$ cat config.mk
export PLATFORM = sky130hd
export DESIGN_NAME = pipe_issue
export DESIGN_NICKNAME = d
export VERILOG_FILES = /design/src/rtl/pipe_pkg.sv /design/src/rtl/pipe_scoreboard.sv /design/src/rtl/pipe_issue.sv
export SDC_FILE = /design/constraint.sdc
export NUM_CORES = 1
export LEC_CHECK = 0
export BUFFER_PORTS_ARGS = -buffer_cell sky130_fd_sc_hd__clkbuf_2
export CAP_MARGIN = 0
export CORE_MARGIN = 2
export CORE_UTILIZATION = 60
export DETAILED_ROUTE_END_ITERATION = 10
export GPL_ROUTABILITY_DRIVEN = 0
export PLACE_DENSITY = 0.77
export SLEW_MARGIN = 20
export SYNTH_ARGS = -nofsm -noshare
export SYNTH_HDL_FRONTEND = slang
export SYNTH_SLANG_ARGS = --single-unit
$ cat constraint.sdc
create_clock -name clk -period 3.7 [get_ports clk]
set_input_delay 0.74 -clock clk [delete_from_list [all_inputs] [get_ports clk]]
set_output_delay 0.74 -clock clk [all_outputs]
set_load 0.05 [all_outputs]
$ cat src/rtl/pipe_pkg.sv
// pipe_pkg: shared definitions for the register-bank pipeline issuer.
// Holds the instruction word layout, func codes and the issuer FSM state type.
package pipe_pkg;

  localparam int unsigned INSTR_W = 24;
  localparam int unsigned FUNC_W  = 4;
  localparam int unsigned REG_W   = 4;
  localparam int unsigned ADDR_W  = 8;
  localparam int unsigned STALL_W = 16;

  // Bit offsets of each field inside the 24-bit instruction word
  localparam int unsigned FUNC_LSB = 20;
  localparam int unsigned RD_LSB   = 16;
  localparam int unsigned RS1_LSB  = 12;
  localparam int unsigned RS2_LSB  = 8;
  localparam int unsigned ADDR_LSB = 0;

  typedef logic [FUNC_W-1:0] func_t;

  localparam func_t FN_ADD   = 4'h0;
  localparam func_t FN_SUB   = 4'h1;
  localparam func_t FN_MUL   = 4'h3;
  localparam func_t FN_PASSA = 4'h4;
  localparam func_t FN_PASSB = 4'h5;
  localparam func_t FN_AND   = 4'h6;
  localparam func_t FN_OR    = 4'h7;
  localparam func_t FN_XOR   = 4'h8;
  localparam func_t FN_NEGA  = 4'h9;
  localparam func_t FN_NEGB  = 4'hA;
  localparam func_t FN_SHR   = 4'hB;
  localparam func_t FN_SHL   = 4'hC;
  localparam func_t FN_HALT  = 4'hF;

  // Packed layout mirrors the word: func[23:20] rd[19:16] rs1[15:12] rs2[11:8] addr[7:0]
  typedef struct packed {
    func_t             func;
    logic [REG_W-1:0]  rd;
    logic [REG_W-1:0]  rs1;
    logic [REG_W-1:0]  rs2;
    logic [ADDR_W-1:0] addr;
  } instr_t;

  typedef enum logic [1:0] {
    ST_IDLE  = 2'd0,
    ST_RUN   = 2'd1,
    ST_DRAIN = 2'd2
  } state_e;

endpackage

$ cat src/rtl/pipe_scoreboard.sv
// pipe_scoreboard: 2-deep {valid, rd} history of the last two issue slots
// and the read-after-write comparators for the next instruction.
// Ports: clk, rst_n; i_clear (new program), i_shift (one issue slot elapsed),
//        i_push_valid/i_push_rd (slot content), i_rs1/i_rs2 (candidate sources),
//        o_hazard_c (combinational: a source matches an in-flight destination).
module pipe_scoreboard
  import pipe_pkg::*;
(
  input  logic             clk,
  input  logic             rst_n,
  input  logic             i_clear,
  input  logic             i_shift,
  input  logic             i_push_valid,
  input  logic [REG_W-1:0] i_push_rd,
  input  logic [REG_W-1:0] i_rs1,
  input  logic [REG_W-1:0] i_rs2,
  output logic             o_hazard_c
);

  logic [1:0]       r_valid;   // [0] = newest slot
  logic [REG_W-1:0] r_rd0;
  logic [REG_W-1:0] r_rd1;
  logic             w_hit0;
  logic             w_hit1;

  // Shift history one slot per issue cycle
  always_ff @(posedge clk or negedge rst_n) begin
    if (!rst_n) begin
      r_valid <= '0;
      r_rd0   <= '0;
      r_rd1   <= '0;
    end else if (i_clear) begin
      r_valid <= '0;
      r_rd0   <= '0;
      r_rd1   <= '0;
    end else if (i_shift) begin
      r_valid <= {r_valid[0], i_push_valid};
      r_rd1   <= r_rd0;
      r_rd0   <= i_push_rd;
    end
  end

  assign w_hit0     = r_valid[0] && ((i_rs1 == r_rd0) || (i_rs2 == r_rd0));
  assign w_hit1     = r_valid[1] && ((i_rs1 == r_rd1) || (i_rs2 == r_rd1));
  assign o_hazard_c = w_hit0 || w_hit1;

endmodule

$ cat src/rtl/pipe_issue.sv
// pipe_issue: program store + PC sequencer that issues one instruction per
// cycle into the four-stage register-bank pipeline, then drains and pulses done.
// Optional feature macro: PIPE_ISSUE_HAZARD_EN (scoreboard interlock + stall count).
// Ports: clk, rst_n; prog_we/prog_addr/prog_wdata (store load, idle only);
//        start (pulse); rs1/rs2/rd/func/addr + issue_valid (registered issue);
//        busy, done (pulse), stall_cnt (bubbles since last start, saturating).
module pipe_issue
  import pipe_pkg::*;
#(
  parameter int unsigned DEPTH        = 16,
  parameter int unsigned PC_W         = $clog2(DEPTH),
  parameter int unsigned DRAIN_CYCLES = 3
) (
  input  logic               clk,
  input  logic               rst_n,
  input  logic               prog_we,
  input  logic [PC_W-1:0]    prog_addr,
  input  logic [INSTR_W-1:0] prog_wdata,
  input  logic               start,
  output logic [REG_W-1:0]   rs1,
  output logic [REG_W-1:0]   rs2,
  output logic [REG_W-1:0]   rd,
  output logic [FUNC_W-1:0]  func,
  output logic [ADDR_W-1:0]  addr,
  output logic               issue_valid,
  output logic               busy,
  output logic               done,
  output logic [STALL_W-1:0] stall_cnt
);

  localparam int unsigned DRN_W = $clog2(DRAIN_CYCLES + 1);

  instr_t           r_store [DEPTH];
  state_e           r_state,   w_state_nxt;
  logic [PC_W-1:0]  r_pc,      w_pc_nxt;
  instr_t           r_out,     w_out_nxt;
  logic             r_valid,   w_valid_nxt;
  logic             r_busy,    w_busy_nxt;
  logic             r_done,    w_done_nxt;
  logic [DRN_W-1:0] r_drain,   w_drain_nxt;
  instr_t           w_word;
  logic             w_start_acc;
  logic             w_hazard;
  logic             w_shift;
  logic             w_push_v;
  logic             w_clear;
  logic             w_stall_inc;

  // Program store: no reset, loads dropped while a program runs
  always_ff @(posedge clk) begin
    if (prog_we && !r_busy) r_store[prog_addr] <= instr_t'(prog_wdata);
  end

  assign w_word = r_store[r_pc];
  // A start landing on the done cycle is ignored
  assign w_start_acc = start && (r_state == ST_IDLE) && !r_done;

  always_ff @(posedge clk or negedge rst_n) begin
    if (!rst_n) begin
      r_state <= ST_IDLE;
      r_pc    <= '0;
      r_out   <= '0;
      r_valid <= 1'b0;
      r_busy  <= 1'b0;
      r_done  <= 1'b0;
      r_drain <= '0;
    end else begin
      r_state <= w_state_nxt;
      r_pc    <= w_pc_nxt;
      r_out   <= w_out_nxt;
      r_valid <= w_valid_nxt;
      r_busy  <= w_busy_nxt;
      r_done  <= w_done_nxt;
      r_drain <= w_drain_nxt;
    end
  end

  // Next state and next registered outputs; non-issue cycles drive zero fields
  always_comb begin
    w_state_nxt = r_state;
    w_pc_nxt    = r_pc;
    w_out_nxt   = '0;
    w_valid_nxt = 1'b0;
    w_busy_nxt  = r_busy;
    w_done_nxt  = 1'b0;
    w_drain_nxt = r_drain;
    w_shift     = 1'b0;
    w_push_v    = 1'b0;
    w_clear     = 1'b0;
    w_stall_inc = 1'b0;
    case (r_state)
      ST_IDLE: begin
        if (w_start_acc) begin
          w_state_nxt = ST_RUN;
          w_pc_nxt    = '0;
          w_busy_nxt  = 1'b1;
          w_clear     = 1'b1;
        end
      end
      ST_RUN: begin
        w_shift = 1'b1;
        if (w_hazard) begin
          w_stall_inc = 1'b1;
        end else if (w_word.func == FN_HALT) begin
          w_state_nxt = ST_DRAIN;
          w_drain_nxt = '0;
        end else begin
          w_out_nxt   = w_word;
          w_valid_nxt = 1'b1;
          w_push_v    = 1'b1;
          // Last entry is an implicit halt; the PC never wraps
          if (r_pc == PC_W'(DEPTH - 1)) begin
            w_state_nxt = ST_DRAIN;
            w_drain_nxt = '0;
          end else begin
            w_pc_nxt = r_pc + PC_W'(1);
          end
        end
      end
      ST_DRAIN: begin
        if (r_drain == DRN_W'(DRAIN_CYCLES - 1)) begin
          w_state_nxt = ST_IDLE;
          w_busy_nxt  = 1'b0;
          w_done_nxt  = 1'b1;
        end else begin
          w_drain_nxt = r_drain + DRN_W'(1);
        end
      end
      default: begin
        w_state_nxt = ST_IDLE;
        w_busy_nxt  = 1'b0;
      end
    endcase
  end

`ifdef PIPE_ISSUE_HAZARD_EN
  logic [STALL_W-1:0] r_stall_cnt;

  pipe_scoreboard u_sb (
    .clk          (clk),
    .rst_n        (rst_n),
    .i_clear      (w_clear),
    .i_shift      (w_shift),
    .i_push_valid (w_push_v),
    .i_push_rd    (w_word.rd),
    .i_rs1        (w_word.rs1),
    .i_rs2        (w_word.rs2),
    .o_hazard_c   (w_hazard)
  );

  // Bubble counter, saturating
  always_ff @(posedge clk or negedge rst_n) begin
    if (!rst_n) begin
      r_stall_cnt <= '0;
    end else if (w_start_acc) begin
      r_stall_cnt <= '0;
    end else if (w_stall_inc && (r_stall_cnt != {STALL_W{1'b1}})) begin
      r_stall_cnt <= r_stall_cnt + STALL_W'(1);
    end
  end

  assign stall_cnt = r_stall_cnt;
`else
  logic w_unused;

  assign w_hazard  = 1'b0;
  assign stall_cnt = '0;
  assign w_unused  = ^{w_shift, w_push_v, w_clear, w_stall_inc, w_word.rs1, w_word.rs2};
`endif

  assign func        = r_out.func;
  assign rd          = r_out.rd;
  assign rs1         = r_out.rs1;
  assign rs2         = r_out.rs2;
  assign addr        = r_out.addr;
  assign issue_valid = r_valid;
  assign busy        = r_busy;
  assign done        = r_done;

endmodule

==> flow_summary_export.csv <==
group,metric,value,unit
floorplanning,start_util,61.5,%
critical_path,rr_worst_depth,8,
logic_synthesis,avgSynthCellArea,20.9,um2
timing,rsz0062_at_grt,"false",
critical_path,cp.required,4070,ps
power_and_ir_drop,p_comb_share,26.9,%
worst_hold_path,hold_path.class,"input port to asynchronous set/reset pin",
routing,drtIter0Drc,907,
timing,maxSlewHeadroom,33.7,%
global_route,antenna_found_initial,0,
clock_network,clockBufferDepth,3,
cells_and_area,area_growth,12.4,%
clock_network,post_cts_buffers,0,
logic_synthesis,syn_inst,772,
timing,timing.fmax,0.331,GHz
power_and_ir_drop,power_frac_clock,29.4,%
floorplanning,die_w,168,um
job,maxCapViolations,0,
routing,viasPerCell,6.46,
timing,finalHoldViolCount,0,
timing,period_needed,3020,ps
timing,setup_viol,0,
global_route,grt_pass1_vias,8196,
routing,drtAntennaViolNets,0,
global_route,grt-ovfl-total,0,
cells_and_area,antennaDiodeCount,0,
logic_synthesis,ys_top_cells_by_area,"edfxtp_1 72%, mux4_2 12%, dfrtp_1 5.4%",
clock_network,cts_tree,"yes",
critical_path,crit_type,"flop to flop",
cells_and_area,layout.nets,895,
power_and_ir_drop,p_int,9.10,mW
global_route,grt_first_pass_wirelength,50000,um
critical_path,worstSetupStartpointType,"flop",
clock_network,cts_made_buffers,41,
clock_network,cts_resized,0,
critical_path,regToRegSetupSlack,680,ps
cells_and_area,layout-drive-gt1-share,29.6,%
logic_synthesis,yosysTopAreaCell,"edfxtp_1",
power_and_ir_drop,power.density,723,nW/um2
floorplanning,die_h,168,um
power_and_ir_drop,pwr-share-seq,43.7,%
timing,finalSetupTns,0,ps
logic_synthesis,yosysTopAreaCellShare,71.6,%
critical_path,max_stage_delay,830,ps
routing,drt_first_pass_iters,5,
critical_path,crit_chain,"mux4_2, nand2b_1, and3_1, a221oi_2, o41ai_4, buf_4, nand2b_4, mux2i_1",
clock_network,hold_buffers,0,
timing,final.setup.worst_slack,681,ps
clock_network,cts_sinks,419,
placed_design,port-buffer-count,58,
routing,num_vias,7926,
clock_network,htree_levels,2,
floorplanning,std_cell_rows,59,
placed_design,post-place-ws,696,ps
power_and_ir_drop,max-vdd-ir-drop,0.000433,V
logic_synthesis,yosys_warnings,0,
routing,wl,32600,um
power_and_ir_drop,p_leak,5.99,nW
global_route,grt_max_degree,77,
power_and_ir_drop,switching_share,30.5,%
timing,tightest_slew,994,ps
clock_network,clk_pin_slew,60,ps
power_and_ir_drop,p_sw,3.99,mW
critical_path,cp-end-kind,"flop",
timing,maxSlewViolCount,0,
timing,post-route-period-util,81.6,%
cells_and_area,fillers,1531,
clock_network,clk_latency,520,ps
timing,finalClockSkew,8.82,ps
routing,post_drt_wl_per_cell,26.6,um
global_route,grt_usage,24.2,%
placed_design,hpwl,17800,um
run_status,status,"finished, final reports clean",
clock_network,cts.root.buffer_cell,"clkbuf_16",
critical_path,cp_max_fo,42,
logic_synthesis,synth_cell_type_count,44,
critical_path,arrival,3390,ps
floorplanning,die_area,28200,um2
logic_synthesis,syn-cell-area,16100,um2
logic_synthesis,seq_area_frac_synth,77.0,%
floorplanning,core,26200,um2
critical_path,cp_slowest_cell,"dfrtp_4",
floorplanning,io_pins,75,
routing,drc,0,
logic_synthesis,ys_seq_elements,419,
## power by group through the flow
stage               sequential [mW]  clock (mW)  combinational, mW
global placement               5.81           0               3.43
detailed placement             5.82           0               3.52
global route                   5.76        4.09               3.77
CTS                            5.72        3.90               3.56
finish                         5.72        3.85               3.53
floorplan                      5.98           0               2.52
## cells in the mapped netlist
cell and n:
nand2_1 49, o21ai_0 2, mux2i_1 11, a311oi_1 20, conb_1 1, nand2b_4 1
o31ai_1 1, mux4_2 89, or4b_2 1, o21a_1 1, nor4_1 1, ha_1 2
buf_4 19, and3_1 6, nand3_1 2, or3b_2 1, and2b_1 1, a221oi_2 4
xnor2_1 1, nor4_2 1, buf_6 2, nand4b_1 1, or3_1 2, dfrtp_1 35
inv_1 6, and2_1 1, nor2b_1 23, o21bai_1 1, a211oi_1 21, nand2b_1 8
o311ai_0 1, mux4_1 3, buf_2 13, a21oi_1 1, o21ai_1 1, clkbuf_1 20
nor3b_1 2, nor3_1 4, o41ai_4 1, buf_1 3, nor2_1 20, a22oi_1 4
o22ai_1 1, edfxtp_1 384
## cell usage in the layout (no fill, tap or decap), types with 9 or more instances in the layout
| master | netlist | layout |
|---|---|---|
| clkbuf_16 | 0 | 41 |
| conb_1 | 1 | 16 |
| clkbuf_2 | 0 | 57 |
| clkbuf_1 | 20 | 12 |
| dfrtp_1 | 35 | 31 |
| nor2_2 | 0 | 12 |
| nor2b_1 | 23 | 23 |
| buf_4 | 19 | 29 |
| mux2i_1 | 11 | 11 |
| clkinv_2 | 0 | 9 |
| mux4_2 | 89 | 89 |
| a211oi_1 | 21 | 21 |
| nand2_1 | 49 | 49 |
| edfxtp_1 | 384 | 384 |
| a311oi_1 | 20 | 20 |
## state kept, by name (all words and copies together), names as in the netlist
| name | cells |
|---|---|
| r_store | 384 |
| addr | 8 |
| func | 4 |
| r_pc | 4 |
| rd | 4 |
| rs1 | 4 |
| rs2 | 4 |
| r_drain | 2 |
| r_state | 2 |
| busy | 1 |
| done | 1 |
| issue_valid | 1 |
## final cells by class
type / count / area (um2) / area share, %
multi-input combinational: 305 / 3470 / 19.2
inverter: 6 / 22.5 / 0.124
tap: 335 / 419 / 2.32
clock buffer: 58 / 1140 / 6.30
sequential: 419 / 12400 / 68.6
clock inverter: 15 / 101 / 0.560
timing repair buffer: 88 / 528 / 2.92
## worst max-delay path: cells and delay by family, from the launching register on
family          cells  cell delay (ps)
flops               1              830
mux                 2              700
compound gates      2              550
simple gates        3              510
buf+inv             1              240
## metrics by stage
stage                     util [%]  power [mW]  cell area (um2)  cells  hold slack [ps]
after floorplan                  -        8.50            16200    787              444
after global placement        64.3        9.24            16900   1153              490
after detailed placement      64.3        9.34            16900   1153              539
after CTS                     69.1        13.2            18100   1226              442
after global routing          69.1        13.6            18100   1226              436
final                         69.1        13.1            18100   1226              379
## path summary, 6_finish.rpt
path	startpoint	to
max in group asynchronous	rst_n	r_pc[2]
min in group clk	busy	busy
worst max register to register	r_pc[1]	r_pc[0]
worst min register to register	busy	busy
worst min-delay path	rst_n	rd[3]
worst max-delay path	r_pc[1]	r_pc[0]
## cells by family (layout without fill, tap and decap cells)
kind of cell             after synthesis  in the layout  share of synthesized area (%)
adder cells (fa/ha/maj)                2              2                          0.155
buffers and inverters                 63            167                           2.11
flip-flops                           419            419                           77.0
other                                  1             16                         0.0233
AO/OA/AOI/OAI                         59             59                           3.15
AND/OR/NAND/NOR                      124            124                           3.86
XOR/XNOR                               1              1                         0.0544
multiplexers                         103            103                           13.6
## routing by layer
layer / global-route usage, % / part of all wire [%] / vias up
met5: 0 / 0 / -
met2: 38.8 / 49 / 454
met3: 4.35 / 9.5 / 68
met4: 8.05 / 2.5 / 0
met1: 34.5 / 39 / 4095
li1: - / - / 3309
(Power assumes the default switching activity.)
